===== src/rtl/window_scan_ctrl.sv =====
// window_scan_ctrl: top-level sequencer for the template-match search.
// Walks a NUM_TILE_X x NUM_TILE_Y grid of 80x80 tiles, hands each tile to
// the window buffer (enable/ack, then address generation from the buffer's
// row/word requests), counts the 65x65 in-order correlation scores per tile
// and keeps the global maximum score with its absolute pixel coordinates.
// Optional watchdog: define WINDOW_SCAN_TIMEOUT_EN to enable it; otherwise
// err is tied low.
module window_scan_ctrl #(
    parameter int ADDR_W         = 20,
    parameter int IMG_W_WORDS    = 80,
    parameter int NUM_TILE_X     = 4,
    parameter int NUM_TILE_Y     = 4,
    parameter int STEP_ROWS      = 64,
    parameter int STEP_WORDS     = 16,
    parameter int POS_PER_TILE   = 4225
`ifdef WINDOW_SCAN_TIMEOUT_EN
    ,
    parameter int TIMEOUT_CYCLES = 65535
`endif
) (
    input  logic              clk,
    input  logic              rst,
    input  logic              start,
    input  logic [ADDR_W-1:0] img_base,
    output logic              busy,
    output logic              done,
    output logic              err,
    output logic [ADDR_W-1:0] mem_addr,
    output logic              mem_rd,
    input  logic [31:0]       mem_rdata,
    output logic              wh_en,
    input  logic              wh_ack,
    input  logic [6:0]        wh_row,
    input  logic [6:0]        wh_col,
    output logic [31:0]       wh_data,
    input  logic              wh_window_ready,
    input  logic              wh_done,
    input  logic              corr_score_valid,
    input  logic [31:0]       corr_score,
    output logic [31:0]       best_score,
    output logic [15:0]       best_x,
    output logic [15:0]       best_y
);

    typedef enum logic [2:0] {
        S_IDLE, S_REQ, S_LOAD, S_SCAN, S_NEXT, S_DONE
    } state_t;

    state_t            state_q, state_d;
    logic [ADDR_W-1:0] base_q, base_d;
    logic [15:0]       tile_x_q, tile_x_d, tile_y_q, tile_y_d;
    logic [15:0]       score_cnt_q, score_cnt_d;
    logic [6:0]        pos_r_q, pos_r_d, pos_c_q, pos_c_d;
    logic              whdone_q, whdone_d;
    logic [31:0]       best_score_q, best_score_d;
    logic [15:0]       best_x_q, best_x_d, best_y_q, best_y_d;
    logic [ADDR_W-1:0] addr_calc;
    logic              score_take;
`ifdef WINDOW_SCAN_TIMEOUT_EN
    logic [15:0]       wd_q, wd_d;
    logic              err_q, err_d;
    logic              wd_active, wd_kick;
`endif

    // Image word address of the buffer's current request within this tile.
    always_comb begin
        addr_calc = ADDR_W'(32'(base_q)
                    + (32'(tile_y_q) * 32'(STEP_ROWS) + 32'(wh_row)) * 32'(IMG_W_WORDS)
                    + 32'(tile_x_q) * 32'(STEP_WORDS) + 32'(wh_col));
    end

    assign busy       = (state_q == S_REQ) || (state_q == S_LOAD) ||
                        (state_q == S_SCAN) || (state_q == S_NEXT);
    assign done       = (state_q == S_DONE);
    assign wh_en      = (state_q == S_REQ);
    assign mem_rd     = (state_q == S_LOAD);
    assign mem_addr   = (state_q == S_LOAD) ? addr_calc : '0;
    assign wh_data    = mem_rdata;
    assign best_score = best_score_q;
    assign best_x     = best_x_q;
    assign best_y     = best_y_q;
`ifdef WINDOW_SCAN_TIMEOUT_EN
    assign err        = err_q;
`else
    assign err        = 1'b0;
`endif

    // Scores past the per-tile count are dropped without being compared.
    assign score_take = (state_q == S_SCAN) && corr_score_valid &&
                        (score_cnt_q < 16'(POS_PER_TILE));

    // Next-state and datapath update for the scan sequencer.
    always_comb begin
        state_d      = state_q;
        base_d       = base_q;
        tile_x_d     = tile_x_q;
        tile_y_d     = tile_y_q;
        score_cnt_d  = score_cnt_q;
        pos_r_d      = pos_r_q;
        pos_c_d      = pos_c_q;
        whdone_d     = whdone_q;
        best_score_d = best_score_q;
        best_x_d     = best_x_q;
        best_y_d     = best_y_q;
`ifdef WINDOW_SCAN_TIMEOUT_EN
        err_d        = err_q;
        wd_d         = '0;
        wd_active    = 1'b0;
        wd_kick      = 1'b0;
`endif
        case (state_q)
            S_IDLE: begin
                if (start) begin
                    base_d       = img_base;
                    tile_x_d     = '0;
                    tile_y_d     = '0;
                    score_cnt_d  = '0;
                    pos_r_d      = '0;
                    pos_c_d      = '0;
                    whdone_d     = 1'b0;
                    best_score_d = '0;
                    best_x_d     = '0;
                    best_y_d     = '0;
`ifdef WINDOW_SCAN_TIMEOUT_EN
                    err_d        = 1'b0;
`endif
                    state_d      = S_REQ;
                end
            end
            S_REQ: begin
                if (wh_ack) state_d = S_LOAD;
            end
            S_LOAD: begin
                if (wh_done) whdone_d = 1'b1;
                if (wh_window_ready) state_d = S_SCAN;
            end
            S_SCAN: begin
                if (wh_done) whdone_d = 1'b1;
                if (score_take) begin
                    score_cnt_d = score_cnt_q + 16'd1;
                    if (pos_c_q == 7'd64) begin
                        pos_c_d = '0;
                        pos_r_d = pos_r_q + 7'd1;
                    end else begin
                        pos_c_d = pos_c_q + 7'd1;
                    end
                    // Strict compare: ties keep the earlier position.
                    if (corr_score > best_score_q) begin
                        best_score_d = corr_score;
                        best_x_d     = tile_x_q * 16'(STEP_WORDS * 4) + {9'd0, pos_c_q};
                        best_y_d     = tile_y_q * 16'(STEP_ROWS) + {9'd0, pos_r_q};
                    end
                end
                if ((score_cnt_q == 16'(POS_PER_TILE)) && (whdone_q || wh_done))
                    state_d = S_NEXT;
            end
            S_NEXT: begin
                score_cnt_d = '0;
                pos_r_d     = '0;
                pos_c_d     = '0;
                whdone_d    = 1'b0;
                if ((tile_x_q == 16'(NUM_TILE_X - 1)) && (tile_y_q == 16'(NUM_TILE_Y - 1))) begin
                    tile_x_d = '0;
                    tile_y_d = '0;
                    state_d  = S_DONE;
                end else if (tile_x_q == 16'(NUM_TILE_X - 1)) begin
                    tile_x_d = '0;
                    tile_y_d = tile_y_q + 16'd1;
                    state_d  = S_REQ;
                end else begin
                    tile_x_d = tile_x_q + 16'd1;
                    state_d  = S_REQ;
                end
            end
            S_DONE: begin
                state_d = S_IDLE;
            end
            default: state_d = S_IDLE;
        endcase
`ifdef WINDOW_SCAN_TIMEOUT_EN
        // Watchdog: any handshake activity or state change restarts it.
        wd_active = (state_q == S_REQ) || (state_q == S_LOAD) || (state_q == S_SCAN);
        wd_kick   = wh_ack || wh_window_ready || corr_score_valid || (state_d != state_q);
        if (wd_active && !wd_kick) begin
            if (wd_q == 16'(TIMEOUT_CYCLES - 1)) begin
                err_d   = 1'b1;
                state_d = S_IDLE;
            end else begin
                wd_d = wd_q + 16'd1;
            end
        end
`endif
    end

    // State and datapath registers; reset aborts any scan in progress.
    always_ff @(posedge clk or posedge rst) begin
        if (rst) begin
            state_q      <= S_IDLE;
            base_q       <= '0;
            tile_x_q     <= '0;
            tile_y_q     <= '0;
            score_cnt_q  <= '0;
            pos_r_q      <= '0;
            pos_c_q      <= '0;
            whdone_q     <= 1'b0;
            best_score_q <= '0;
            best_x_q     <= '0;
            best_y_q     <= '0;
        end else begin
            state_q      <= state_d;
            base_q       <= base_d;
            tile_x_q     <= tile_x_d;
            tile_y_q     <= tile_y_d;
            score_cnt_q  <= score_cnt_d;
            pos_r_q      <= pos_r_d;
            pos_c_q      <= pos_c_d;
            whdone_q     <= whdone_d;
            best_score_q <= best_score_d;
            best_x_q     <= best_x_d;
            best_y_q     <= best_y_d;
        end
    end

`ifdef WINDOW_SCAN_TIMEOUT_EN
    // Watchdog counter and sticky error flag.
    always_ff @(posedge clk or posedge rst) begin
        if (rst) begin
            wd_q  <= '0;
            err_q <= 1'b0;
        end else begin
            wd_q  <= wd_d;
            err_q <= err_d;
        end
    end
`endif

endmodule


===== config.mk =====
export PLATFORM = sky130hd
export DESIGN_NAME = window_scan_ctrl
export DESIGN_NICKNAME = d
export VERILOG_FILES = /design/src/rtl/window_scan_ctrl.sv
export SDC_FILE = /design/constraint.sdc
export NUM_CORES = 1
export LEC_CHECK = 0
export CAP_MARGIN = 10
export CORE_UTILIZATION = 48
export CTS_CLUSTER_DIAMETER = 60
export DETAILED_ROUTE_END_ITERATION = 10
export HOLD_SLACK_MARGIN = 0.02
export PLACE_DENSITY = 0.79
export REMOVE_ABC_BUFFERS = 1
export SLEW_MARGIN = 20
export SYNTH_ARGS = -nofsm -noshare
export SYNTH_HDL_FRONTEND = slang
export SYNTH_SLANG_ARGS = --single-unit

===== constraint.sdc =====
create_clock -name clk -period 5.35 [get_ports clk]
set_input_delay 0.8025 -clock clk [delete_from_list [all_inputs] [get_ports clk]]
set_output_delay 0.8025 -clock clk [all_outputs]
set_load 0.05 [all_outputs]

Yosys cells after proc, flatten, opt, wreduce, memory -nomap -nowiden

Cells that the tools add are included.

Bits of input ports: 105
Flip-flop bits (word level): 150

$add $sub $neg: 11
Eq/ne operators: 18
$mul: 1
Muxes and demuxes: 36
Reduce and logical (&&, ||, !) cells: 22
Order comparisons: 2

Operators with widths:

| operator              | number |
|---|---|
| $mux 16               | 10 |
| $pmux 16 s2           | 4 |
| $mux 32               | 3 |
| $pmux 32 s2           | 1 |
| $add 16x1->16 const B | 3 |
| $pmux 16 s3           | 1 |
| $pmux 7 s3            | 2 |
| $add 20x20->20        | 2 |
| $mux 7                | 5 |
| $add 16x7->16         | 2 |
| $eq 16x2->1 const B   | 2 |
| $gt 32x32->1          | 1 |
| $add 22x7->23         | 1 |
| $mul 23x3->16 const B | 1 |
| $add 20x7->20         | 1 |
| $mux 20               | 1 |
| $eq 16x13->1 const B  | 1 |
| $lt 16x13->1 const B  | 1 |
| $mux 3                | 5 |
| $pmux 3 s5            | 1 |
| $add 7x1->7 const B   | 2 |
| $ne 2x1->1 const B    | 6 |
| $reduce_and 4->1      | 3 |
| $reduce_and 3->1      | 3 |
| 15 further kinds      | 28 |

Longest topological paths before layout

Gate-level depths: netlist of the first run.

Word-level depth: 6
Depth in mapped cells: 20
Gate-level depth less buffers: 20

Least setup slack after synthesis of the first run

Ideal clock, no wire load.

Kind: input port to output port
From: in wh_row[6]
To: out mem_addr[18]
Required time: 4.548 ns
Stages: 20
Slack: -0.644 ns
Data arrival time: 5.191 ns
Cells stage by stage: ha_1 ha_1 xor2_1 ha_1 ha_1 o21a_1 o21ai_0 o21bai_1 xnor2_1 fa_1 inv_1 ha_1 ha_1 and4_1 nand2_1 a311oi_1 o21ai_0 a21oi_1 xnor2_1 nor2_1

Longest elaborated chain between the ends: 6

RTL lines:

| item            | RTL line | RTL |
|---|---|---|
| start, declared | 33       | `input logic [6:0] wh_row,` |
| $add 22x7->23   | 68       | `+ (32'(tile_y_q) * 32'(STEP_ROWS) + 32'(wh_row)) * 32'(IMG_W_WORDS)` |
| $mul 23x3->16   | 68       |  |
| $add 20x20->20  | 68       |  |
| $add 20x20->20  | 69       | `+ 32'(tile_x_q) * 32'(STEP_WORDS) + 32'(wh_col));` |
| $add 20x7->20   | 69       |  |
| $mux 20         | 77       | `assign mem_addr = (state_q == S_LOAD) ? addr_calc : '0;` |
| end, declared   | 28       | `output logic [ADDR_W-1:0] mem_addr,` |

No other way between the ends.

Worst setup path in the final report of the first run

From: in wh_row[6]
To: out mem_addr[19]

Same word-level chain as after synthesis.

==> reports/metrics.yaml, run 1 <==
outcome:
  violations: "setup timing"
  status: "finished, violations left"
pwr:
  peakVddDrop_uv: 538.7
  powerDensity_nw_per_um2: 637.4
  leakage_nw: 6.734
synthesis:
  synth_cell_types: 68
  synth_area_leader_cell: "dfrtp_1"
  synthesis.area_um2: 11060
  async_reset_ff_frac: 1.000
  ys_ff_latch: 150
  synth_compound_area_frac: 0.1102
  yosys-mux-area-fraction: 0.08314
  synth_top_family_by_area: "simple AND/OR/NAND/NOR gates"
  synth_area_per_cell_um2: 9.127
  ys_seq_area_frac: 0.3393
  synthCells: 1212
  synth_edf_count: 0
  synthSimpleGateAreaFrac: 0.1604
  synth_xor_area_frac: 0.05701
  synth_flop_cell: "dfrtp_1"
  synth_top_area_share: 0.3393
  yosysMostFrequentCell: "dfrtp_1"
  synthAdderAreaFrac: 0.1550
  synth_common_cells: "dfrtp_1 (150), nand2_1 (143), inv_1 (137)"
  ys_warn_count: 0
  synth_area_leaders: "dfrtp_1 (34%), ha_1 (12%), mux2i_1 (6.0%)"
hold_path:
  hp-start: "base_q[12]"
  min_path_type: "reg2reg"
  hold_end: "base_q[12]"
  hold_path_depth: 1
global_route:
  antenna_found_initial: 0
  grt_max_degree: 85
  groute.usage.overall: 0.2494
  grt_pass1_vias: 9352
  grt_pass1_wl_mm: 47.31
  grt.overflow.total: 0
floorplan:
  die_area_um2: 23660
  ios: 226
  placementRows: 55
  initial_utilization: 0.4886
  coreArea_um2: 22640
  die_h_um: 153.8
  dieWidth_um: 153.8
sta:
  setup_ws_ns: -0.6381
  hold_viol: 0
  worst_slew_pin_slew_ns: 1.019
  fin_crit_sh: 1.119
  period_needed_ns: 5.988
  drv_slew: 0
  max_freq_mhz: 167.0
  fin_hold_ws_ns: 0.5098
  finClkSkew_ns: 0.01367
  final.setup.tns_ns: -2.546
  slew-limit-headroom: 0.3207
  finalSetupViolations: 8
  rsz0062_at_grt: "yes"
route:
  wl_mm: 30.98
  drt-initial-drc-count: 772
  dr.pass1.iters: 5
  route.detailed.vias_per_inst: 5.640
  antenna_left: 0
  drc: 0
  num_vias: 9486
  wl_per_cell_um: 18.42
finish:
  finalNetCount: 1614
  diodes: 0
  area_growth_pct: 30.85
  layout-drive-gt1-share: 0.1847
clock_tree:
  numCtsBuffers: 17
  cts.htree.levels: 4
  cts_tree: "built"
  cts_sinks: 150
  cts-hold-fix-buffers: 0
  cts.reportedPaths.clkPinSlew_ns: 0.07
  root_buffer: "clkbuf_16"
  cts_buffer_depth: 2
  clk_latency_ns: 0.43
worst_setup_path:
  max_stage_delay_ns: 0.59
  rr_worst_depth: 10
  arrival_ns: 5.19
  reg2reg_slack_ns: 2.48
  rr_endpoint: "best_y[7]"
  crit_required_ns: 4.55
  critical_path.slowest_cell: "fa_1"
  start_kind: "input port"
  crit_path_end_kind: "primary output"
  worstSetupPathType: "in2out"
  rr_startpoint: "best_score[25]"
  crit_top_cell: "ha_4"
  path_cells: "buf_6, ha_4, ha_1, ha_4, inv_1, o21ai_0, a21oi_1, xor2_1, fa_1, inv_2, ha_4, ha_4, a21oi_4, o21ai_2, a21oi_2, o21ai_2, o32ai_2, xnor2_1, mux2_4, buf_8"
  crit_path_max_fanout: 5
placed_design:
  place_congestion: 0.8890
  dp_hpwl_mm: 20.08
  portBuffers: 160
  dp_slack_ns: -1.330
flow_run:
  drv_cap: 0
==> metal layers <==
layer / up-vias / part of all wire / GRT usage
li1: 4440 / - / -
met1: 4564 / 0.41 / 0.3111
met2: 387 / 0.48 / 0.4134
met3: 95 / 0.073 / 0.07328
met4: 0 / 0.036 / 0.07952
met5: - / 0 / 0.01035
==> critical path: cells and delay by family <==
family                     cells  cell delay (ns)
adders and majority gates      6             1.98
AOI/OAI and AO/OA              7             1.25
muxes                          1             0.34
buffers and inverters          4             0.40
xor gates and xnor gates       2             0.41
==> stage by stage <==
| stage | cells | util | power (mW) | instance area, um2 |
|---|---|---|---|---|
| 2_1_floorplan | 1128 | - | 4.777 | 10530 |
| 3_3_place_gp | 1636 | 0.5784 | 6.374 | 13100 |
| 3_5_place_dp | 1636 | 0.5784 | 6.523 | 13100 |
| 4_1_cts | 1673 | 0.6183 | 8.208 | 14000 |
| 5_1_grt | 1682 | 0.6393 | 9.726 | 14470 |
| 6_report | 1682 | 0.6393 | 9.225 | 14470 |
==> how the worst max path moves through the flow <==
| stage | startpoint | to | slack (ns) |
|---|---|---|---|
| finish | wh_row[6] | mem_addr[19] | -0.64 |
| CTS | wh_row[6] | mem_addr[19] | -0.47 |
| global placement | wh_row[6] | mem_addr[19] | -1.19 |
| floorplan | corr_score[19] | best_score[0] | -1.20 |
| global route | wh_row[6] | mem_addr[19] | -0.76 |
| detailed placement | wh_row[6] | mem_addr[19] | -1.33 |
==> repair_timing <==
action                     in CTS  in global routing
buffers inserted                5                 10
resized for setup              77                 78
pin swaps                      36                 53
setup endpoints to repair       9                  9
==> cells by family (layout without fill, tap and decap cells) <==
logic type	Yosys count	in the layout
AOI/OAI and AO/OA	191	191
xor gates and xnor gates	72	72
adders and majority gates	125	125
buffers and inverters	221	406
DFF	150	150
muxes	89	89
other	1	1
and+or+nand+nor	363	363
==> state kept, by name (all words and copies together) (netlist names) <==
name	flops
best_score	32
pos_c_q	7
best_y	16
state_q	3
base_q	20
pos_r_q	7
tile_x_q	16
best_x	16
whdone_q	1
score_cnt_q	16
tile_y_q	16
==> layout make-up <==
| type | count | area, um2 |
|---|---|---|
| Multi-Input combinational cell | 841 | 6982 |
| Fill cell | 1680 | 8167 |
| Clock inverter | 14 | 113.9 |
| Sequential cell | 150 | 3755 |
| Inverter | 137 | 521.8 |
| Tap cell | 285 | 356.6 |
| Clock buffer | 18 | 439.2 |
| Timing Repair Buffer | 237 | 2306 |
==> layout by cell type, fill, tap and decap left out, types with 8 or more instances in the layout <==
master,instances
mux2_2,22
nand4_1,23
and3_1,8
nand3_1,27
a31oi_1,11
a21o_1,15
xor2_1,15
fa_1,19
xnor2_1,52
o21a_1,11
buf_4,77
buf_12,11
dfrtp_1,149
clkdlybuf4s50_1,139
ha_4,30
a21oi_1,23
nor3_1,23
o21ai_0,60
clkbuf_16,18
nor2b_1,11
mux2i_1,66
inv_1,130
ha_1,74
nand2_1,139
o31ai_1,17
and2_1,10
nor2_1,55
==> where the power goes <==
group / leakage [nW] / internal, mW / switching, mW / total (mW)
Clock: 0.272 / 0.619 / 0.540 / 1.16
Combinational: 4.44 / 3.01 / 3.48 / 6.49
Sequential: 2.02 / 1.35 / 0.221 / 1.58
Note: power is estimated with default switching activity, not from simulation.
==> run 2: changes to the inputs <==
CORE_MARGIN = 3   (was unset)
==> reports/metrics.yaml, run 2 (synthesis results as in run 1) <==
outcome:
  status: "finished, violations left"
  violations: "setup timing"
sta:
  fin_hold_ws_ns: 0.5026
  rsz0062_at_grt: "yes"
  final.setup.tns_ns: -2.027
  drv_slew: 0
  worst_slew_pin_slew_ns: 0.9003
  period_needed_ns: 5.950
  max_freq_mhz: 168.1
  hold_viol: 0
  finClkSkew_ns: 0.01544
  fin_crit_sh: 1.112
  slew-limit-headroom: 0.3972
  finalSetupViolations: 5
  setup_ws_ns: -0.5996
finish:
  layout_common_cells: "dfrtp_1 (150), nand2_1 (140), clkdlybuf4s50_1 (139)"
  largest_reg_flops: 32
  area_growth_pct: 29.58
  layout.cells.non_filler: 1675
  final-seq-area_um2: 3754
  final_util: 0.6448
  finalNetCount: 1612
  design_area_um2: 14330
  final_common_cell: "dfrtp_1"
  layout-drive-gt1-share: 0.1749
  multi_input_area_um2: 6855
  diodes: 0
  fill_cells: 1679
clock_tree:
  cts.reportedPaths.clkPinSlew_ns: 0.06
  root_buffer: "clkbuf_16"
  cts_sinks: 150
  cts_tree: "built"
  numCtsBuffers: 17
  cts_buffer_depth: 2
  clk_latency_ns: 0.43
  cts-hold-fix-buffers: 0
  cts.htree.levels: 4
route:
  wl_mm: 30.15
  antenna_left: 0
  drt-initial-drc-count: 735
  num_vias: 9366
  dr.pass1.iters: 6
  wl_per_cell_um: 18.00
  route.detailed.vias_per_inst: 5.592
  drc: 0
placed_design:
  dp_hpwl_mm: 20.89
  dp_cells: 1633
  portBuffers: 160
  placed_area_um2: 13120
  place_congestion: 0.8980
global_route:
  antenna_found_initial: 0
  grt_pass1_wl_mm: 47.24
  grt_pass1_vias: 9544
  grt_max_degree: 72
  groute.usage.overall: 0.2340
  grt.overflow.total: 0
floorplan:
  initial_utilization: 0.4976
  ios: 226
  dieWidth_um: 157.8
  die_area_um2: 24900
  die_h_um: 157.8
  coreArea_um2: 22230
  placementRows: 54
pwr:
  peakVddDrop_uv: 454.5
  leakage_nw: 6.744
  powerDensity_nw_per_um2: 627.8
worst_setup_path:
  arrival_ns: 5.15
  rr_startpoint: "state_q[0]"
  rr_endpoint: "tile_y_q[15]"
  reg2reg_slack_ns: 2.27
  crit_path_max_fanout: 3
  rr_worst_depth: 6
  crit_required_ns: 4.55
  crit_path_end_kind: "primary output"
  start_kind: "input port"
  worstSetupPathType: "in2out"
flow_run:
  drv_cap: 0
hold_path:
  hold_end: "score_cnt_q[15]"
  hold_path_depth: 2
  min_path_type: "reg2reg"
  hp-start: "score_cnt_q[15]"
run 2: cell types whose count changed in the layout (fill, tap and decap cells not counted), sizes merged:
| cell | delta |
|---|---|
| clkinv | -1 |
| clkdlybuf4s15 | -1 |
run 2: final cells by class:
type,instances,area share
inverters,137,0.03623
multi-input cells,841,0.4783
repair buffers,235,0.1600
well taps,280,0.02444
clock buffers,19,0.03160
clock inverters,13,0.007594
flip-flops and latches,150,0.2619
run 2: how the worst max path moves through the flow:
stage                         from       endpoint  slack, ns  depth (start not counted)
finish                   wh_row[1]   mem_addr[19]      -0.60                         24
global route             wh_row[6]   mem_addr[19]      -0.76                         22
CTS                      wh_row[6]   mem_addr[19]      -0.45                         22
detailed placement       wh_row[6]   mem_addr[19]      -1.31                         22
global placement         wh_row[6]   mem_addr[19]      -1.20                         22
floorplan           corr_score[19]  best_score[0]      -1.20                          8
run 2: power by group:
group          internal [mW]  switching (mW)
logic                   2.89            3.37
registers               1.35           0.223
clock network          0.633           0.535
run 2: worst max-delay path, cell delays in order:
cell and delay (ns):
buf_4 0.14, ha_4 0.29, ha_4 0.13, inv_1 0.05, fa_2 0.37, nor2b_2 0.13
o21ai_2 0.08, a21oi_2 0.17, buf_4 0.14, nor3b_4 0.04, xor2_2 0.16, fa_1 0.56
inv_2 0.05, ha_4 0.16, ha_4 0.27, buf_4 0.11, nand2_1 0.05, o21ai_0 0.27
a21oi_1 0.13, o21ai_2 0.25, o32ai_4 0.11, xnor2_1 0.21, mux2_4 0.33, buf_8 0.15
run 2: routing by layer:
metal / wire length (um) / track usage / part of all wire / vias up
met5: 0 / 0.007937 / 0 / -
met4: 730 / 0.06777 / 0.024 / 0
met3: 2393 / 0.06561 / 0.079 / 60
met2: 14410 / 0.3845 / 0.48 / 369
met1: 12610 / 0.3026 / 0.42 / 4517
li1: - / - / - / 4420
run 2: per-stage QoR:
| stage | total power [mW] | worst slack (ns) |
|---|---|---|
| after detailed placement | 6.527 | -1.315 |
| after global routing | 9.558 | -0.7555 |
| after global placement | 6.358 | -1.199 |
| final | 8.998 | -0.5996 |
| after CTS | 8.408 | -0.4520 |
| after floorplan | 4.777 | -1.202 |
run 2: what timing repair did:
item,in CTS,in global routing
gates resized for setup,95,40
endpoints found under the setup margin,10,9
setup buffers,6,5
pin swaps,38,26
==> RTL change 1, RTL diff (flow settings as in run 2) <==
The option `WINDOW_SCAN_TIMEOUT_EN` is turned on by a define.
--- a/src/rtl/window_scan_ctrl.sv
+++ b/src/rtl/window_scan_ctrl.sv
@@ -5,6 +5,8 @@
 // and keeps the global maximum score with its absolute pixel coordinates.
 // Optional watchdog: define WINDOW_SCAN_TIMEOUT_EN to enable it; otherwise
 // err is tied low.
+`define WINDOW_SCAN_TIMEOUT_EN
+
 module window_scan_ctrl #(
     parameter int ADDR_W         = 20,
     parameter int IMG_W_WORDS    = 80,
Formal check against the unedited RTL: no difference found for any inputs over 4 cycles, from zero or initial values and one cycle with rst high; that may be too few to reach the edited logic, so the function may still have changed.
==> RTL change 1 against run 2 <==
The run still ends with negative setup slack left; routed wire length is 11% higher; power fell by 18%; worst setup slack got worse by 0.24 ns; non-clock buffer count up 26; final area grew 4.5%; sequential cell count up 17; area after synthesis grew 2.1%; sequential power up 6%; clock skew fell by 0.00058 ns; via count grew 8.9%; critical endpoint unchanged; largest cell class unchanged.
==> RTL change 1: results (changes against run 2) <==
worst_setup_path:
  setup.worst_path.start: "wh_row[4]"
  r2r_setup_slack_ns: 2.06  # -0.21 ns
  crit_arrival_ns: 5.39  # +0.24 ns
  reg2regPathDepth: 8  # +2
  rr_startpoint: "state_q[1]"
  crit_fanout: 2  # -1
place:
  dp_hpwl_mm: 21.7  # +3.8%
  io_buffers: 161  # +0.63%
  pre_cts_ws_ns: -1.16  # +0.151 ns
  gp_congestion: 0.863  # -3.9%
cells_and_area:
  nMultiInputCombCells: 922  # +9.6%
  final_cells: 1793  # +7.0%
  inverters: 98  # -28%
  layout-drive-gt1-share: 0.178  # +0.00279
  multiInputGateArea_sq_um: 6930  # +1.0%
  buf_share: 0.169  # +0.00850
  clk_share: 0.0388  # -0.000430
  seq_share: 0.279  # +0.0172
  nets: 1699  # +5.4%
  diodes: 0  # unchanged
power_and_ir_drop:
  peakVddDrop_mv: 0.332  # -27%
  leakagePower_nw: 6.93  # +2.8%
timing:
  setup_violations: 7  # +2
  fin_skew_ns: 0.0149  # -0.000578 ns
  max-slew-margin-rel: 0.379  # -0.0177
  fin_hold_ws_ns: 0.487  # -0.0157 ns
  setup_ws_ns: -0.840  # -0.241 ns
  finalSetupTns_ns: -2.81  # -0.784 ns
logic_synthesis:
  syn_avg_cell_area_sq_um: 8.88  # -2.7%
  synth_compound_gate_area_share: 0.0847  # -0.0255
  synth.area.mux_share: 0.0244  # -0.0588
  yosys-top-cells-area: "dfrtp_1 (37%), ha_1 (12%), nand2_1 (6.0%), nand3_1 (5.5%), xnor2_1 (4.3%)"
  synth_area_leader_cell: "dfrtp_1"
  synthAdderAreaFrac: 0.154  # -0.000926
  synth_common_cells: "nand2_1 (181), dfrtp_1 (167), nand3_1 (124)"
  synthDistinctLibCells: 65  # -4.4%
  ys_warn_count: 0  # unchanged
  synth-xor-area-share: 0.0760  # +0.0190
min_path:
  hp-start: "err"
  hold_end: "err"
  min_path_cells: 1  # -1
  min_path_type: "register to register"
clock_tree:
  cts_made_buffers: 17  # unchanged
  cts_resized: 102  # +7.4%
  cts_setup_buffers: 11  # +5
global_routing:
  grtUsageTotal: 0.247  # +0.0128
  grt_max_degree: 91  # +26%
  grt_first_pass_wirelength_mm: 52.0  # +10%
  grt_pass1_vias: 10241  # +7.3%
run_status:
  violations: "negative setup slack"
  outcome: "finished with violations"
route:
  via_per_inst: 5.69  # +1.7%
  wl_mm: 33.3  # +11%
  drt_iter0_markers: 869  # +18%
## RTL change 1: cell count changes after synthesis, sizes merged, moves of 9 or more
cell and delta:
nor3 -9, nor2 +31, inv -39, o21ai -17
nand3 +96, mux2i -61, dfrtp +17, xor2 +26
nand2 +38
## RTL change 1: metrics by stage
step	instance area, sq um	utilization
CTS	14700	0.642
detailed placement	13600	0.594
floorplan	10800	-
global route	15000	0.656
global placement	13600	0.594
finish	15000	0.656
## RTL change 1: critical path, stage by stage
cell and delay, ns:
buf_4 0.13, ha_4 0.27, ha_4 0.19, a21o_1 0.23
a21oi_4 0.20, nor2b_2 0.07, o41a_1 0.35, buf_4 0.15
o41ai_2 0.29, buf_4 0.17, o21bai_1 0.08, a21oi_1 0.19
xnor2_1 0.16, fa_1 0.45, ha_2 0.21, xnor2_2 0.15
xnor2_2 0.16, xnor2_2 0.16, xnor2_1 0.26, xnor2_1 0.21
xnor2_1 0.14, nor2_1 0.18, clkbuf_16 0.20
## RTL change 1: kinds of logic after synthesis
| family | after synthesis |
|---|---|
| simple gates | 520 |
| compound gates | 152 |
| mux | 25 |
| buf+inv | 182 |
| xor+xnor | 98 |
| flops | 167 |
| fa+ha+maj | 127 |
## RTL change 1: report_power, final
| group | leakage [nW] | switching [mW] | internal [mW] |
|---|---|---|---|
| clock network | 0.281 | 0.608 | 0.625 |
| logic | 4.40 | 2.55 | 1.92 |
| registers | 2.25 | 0.183 | 1.49 |
| total | 6.93 | 3.34 | 4.03 |
## RTL change 1: metal layers
metal | track usage | vias up | wire length, um
li1 | - | 4662 | -
met1 | 0.323 | 4920 | 14100
met2 | 0.398 | 503 | 15500
met3 | 0.0627 | 112 | 2520
met4 | 0.0871 | 0 | 1240
met5 | 0.0170 | - | 0
==> RTL change 2, RTL diff (settings of run 2) <==
Without the edit above. Encoding of `state_t`: now one-hot (6 bits for 6 states).
--- a/src/rtl/window_scan_ctrl.sv
+++ b/src/rtl/window_scan_ctrl.sv
@@ -42,8 +42,8 @@
     output logic [15:0]       best_y
 );
 
-    typedef enum logic [2:0] {
-        S_IDLE, S_REQ, S_LOAD, S_SCAN, S_NEXT, S_DONE
+    typedef enum logic [5:0] {
+        S_IDLE = 6'b000001, S_REQ = 6'b000010, S_LOAD = 6'b000100, S_SCAN = 6'b001000, S_NEXT = 6'b010000, S_DONE = 6'b100000
     } state_t;
 
     state_t            state_q, state_d;
Formal check against the unedited RTL: same outputs for any inputs over 4 cycles, from zero or initial values and one cycle with rst high; so few cycles prove little.
==> RTL change 2 against run 2 <==
The run still ends with negative setup slack left; routed wire length grew 3.4%; sequential cell count increased by 3; area after synthesis shrank 5.0%; worst setup slack improved by 0.049 ns; final area decreased by 2.9%; via count down 1.7%.
Power is not compared: it rests on default switching activity, and its combinational part moved more than twofold at a synthesized area within 25%.
==> RTL change 2: results (changes against run 2) <==
timing:
  setup_violations: 7  # +2
  max-slew-margin-rel: 0.308  # -0.0894
  setup_ws_ns: -0.550  # +0.0491 ns
  fin_skew_ns: 0.0119  # -0.00353 ns
worst_setup_path:
  crit_arrival_ns: 5.10  # -0.05 ns
  cpPeakStageDelay_ns: 0.45  # -0.11 ns
place:
  gp_congestion: 0.905  # +0.75%
  pre_cts_ws_ns: -1.09  # +0.223 ns
  placed_cell_area_sq_um: 12600  # -3.7%
cells_and_area:
  fillCellCount: 1568  # -6.6%
  final_util: 0.654  # +0.00891
  nets: 1516  # -6.0%
logic_synthesis:
  synthAdderAreaFrac: 0.163  # +0.00823
  yosys-top-cells-area: "dfrtp_1 (36%), ha_1 (13%), a22o_1 (4.3%), fa_1 (3.8%), inv_1 (3.5%)"
  seq_area_frac_synth: 0.365  # +0.0253
  synth_common_cells: "dfrtp_1 (152), ha_1 (105), inv_1 (97)"
  synth.area.mux_share: 0.0235  # -0.0597
  synth_compound_gate_area_share: 0.156  # +0.0460
run_status:
  violations: "negative setup slack"
  outcome: "finished with violations"
route:
  via_per_inst: 5.86  # +4.8%
  drt_iter0_markers: 537  # -27%
  wl_per_cell_um: 19.8  # +10%
global_routing:
  grt_first_pass_wirelength_mm: 49.1  # +3.9%
  grt_max_degree: 82  # +14%
[RTL change 2: cell count changes in the layout (fill, tap and decap cells not counted), sizes merged, moves of 17 or more]
cell          run 2  this run
xor2             17        36
xnor2            55        37
nor2             62        92
nand2           143        51
nand3            28        45
mux2i            66         1
a22o              7        52
inv             145        99
[RTL change 2: worst paths after layout]
path | slack, ns | endpoint | start | cells past startpoint
setup / recovery | -0.55 | mem_addr[19] | wh_row[6] | 23
setup reg to reg | 2.27 | best_y[2] | best_score[21] | 10
max in group asynchronous | 3.44 | state_q[0] | rst | 3
hold / removal | 0.49 | best_x[13] | best_x[13] | 1
min in group asynchronous | 0.89 | best_score[23] | rst | 2
hold reg to reg | 0.49 | best_x[13] | best_x[13] | 1
[RTL change 2: stage by stage]
step / power (mW) / setup TNS, ns / hold WS [ns] / std cells
CTS: 5.04 / -1.18 / 0.492 / 1567
global route: 5.61 / -3.24 / 0.514 / 1572
finish: 5.32 / -2.22 / 0.489 / 1572
detailed placement: 3.50 / -7.04 / 0.477 / 1528
global placement: 3.40 / -6.19 / 0.475 / 1527
floorplan: 2.74 / -4.46 / 0.461 / 1031
[RTL change 2: power groups by stage]
stage,clock network [mW],registers (mW),logic (mW)
2_1_floorplan,0,1.37,1.38
3_3_place_gp,0,1.37,2.03
3_5_place_dp,0,1.38,2.12
4_1_cts,1.19,1.36,2.50
5_1_grt,1.24,1.37,3.00
6_report,1.17,1.36,2.80
[RTL change 2: logic make-up (layout without fill, tap and decap cells)]
family / after synthesis / in the layout
AOI/OAI and AO/OA: 238 / 238
xor gates and xnor gates: 73 / 73
adders and majority gates: 125 / 125
buffers and inverters: 174 / 363
DFF: 153 / 153
muxes: 22 / 22
other: 1 / 1
and+or+nand+nor: 322 / 322
[RTL change 2: metal layers]
metal,wire [um],global-route usage,part of all wire
met3,2660,0.0878,0.085
met2,14700,0.413,0.47
met1,12800,0.329,0.41
met5,0,0,0
met4,1070,0.0807,0.034
[RTL change 2: repair_timing]
| item | CTS | global route |
|---|---|---|
| buffers inserted | 9 | 7 |
| pin swaps | 59 | 24 |
| resized for setup | 124 | 23 |
| setup endpoints to repair | 9 | 8 |
[RTL change 2: layout make-up]
| type | count | area share |
|---|---|---|
| clock inverter | 10 | 0.00692 |
| clock buffer | 20 | 0.0328 |
| tap | 275 | 0.0247 |
| timing repair buffer | 236 | 0.167 |
| sequential | 153 | 0.275 |
| inverter | 97 | 0.0265 |
| multi-input combinational | 781 | 0.467 |
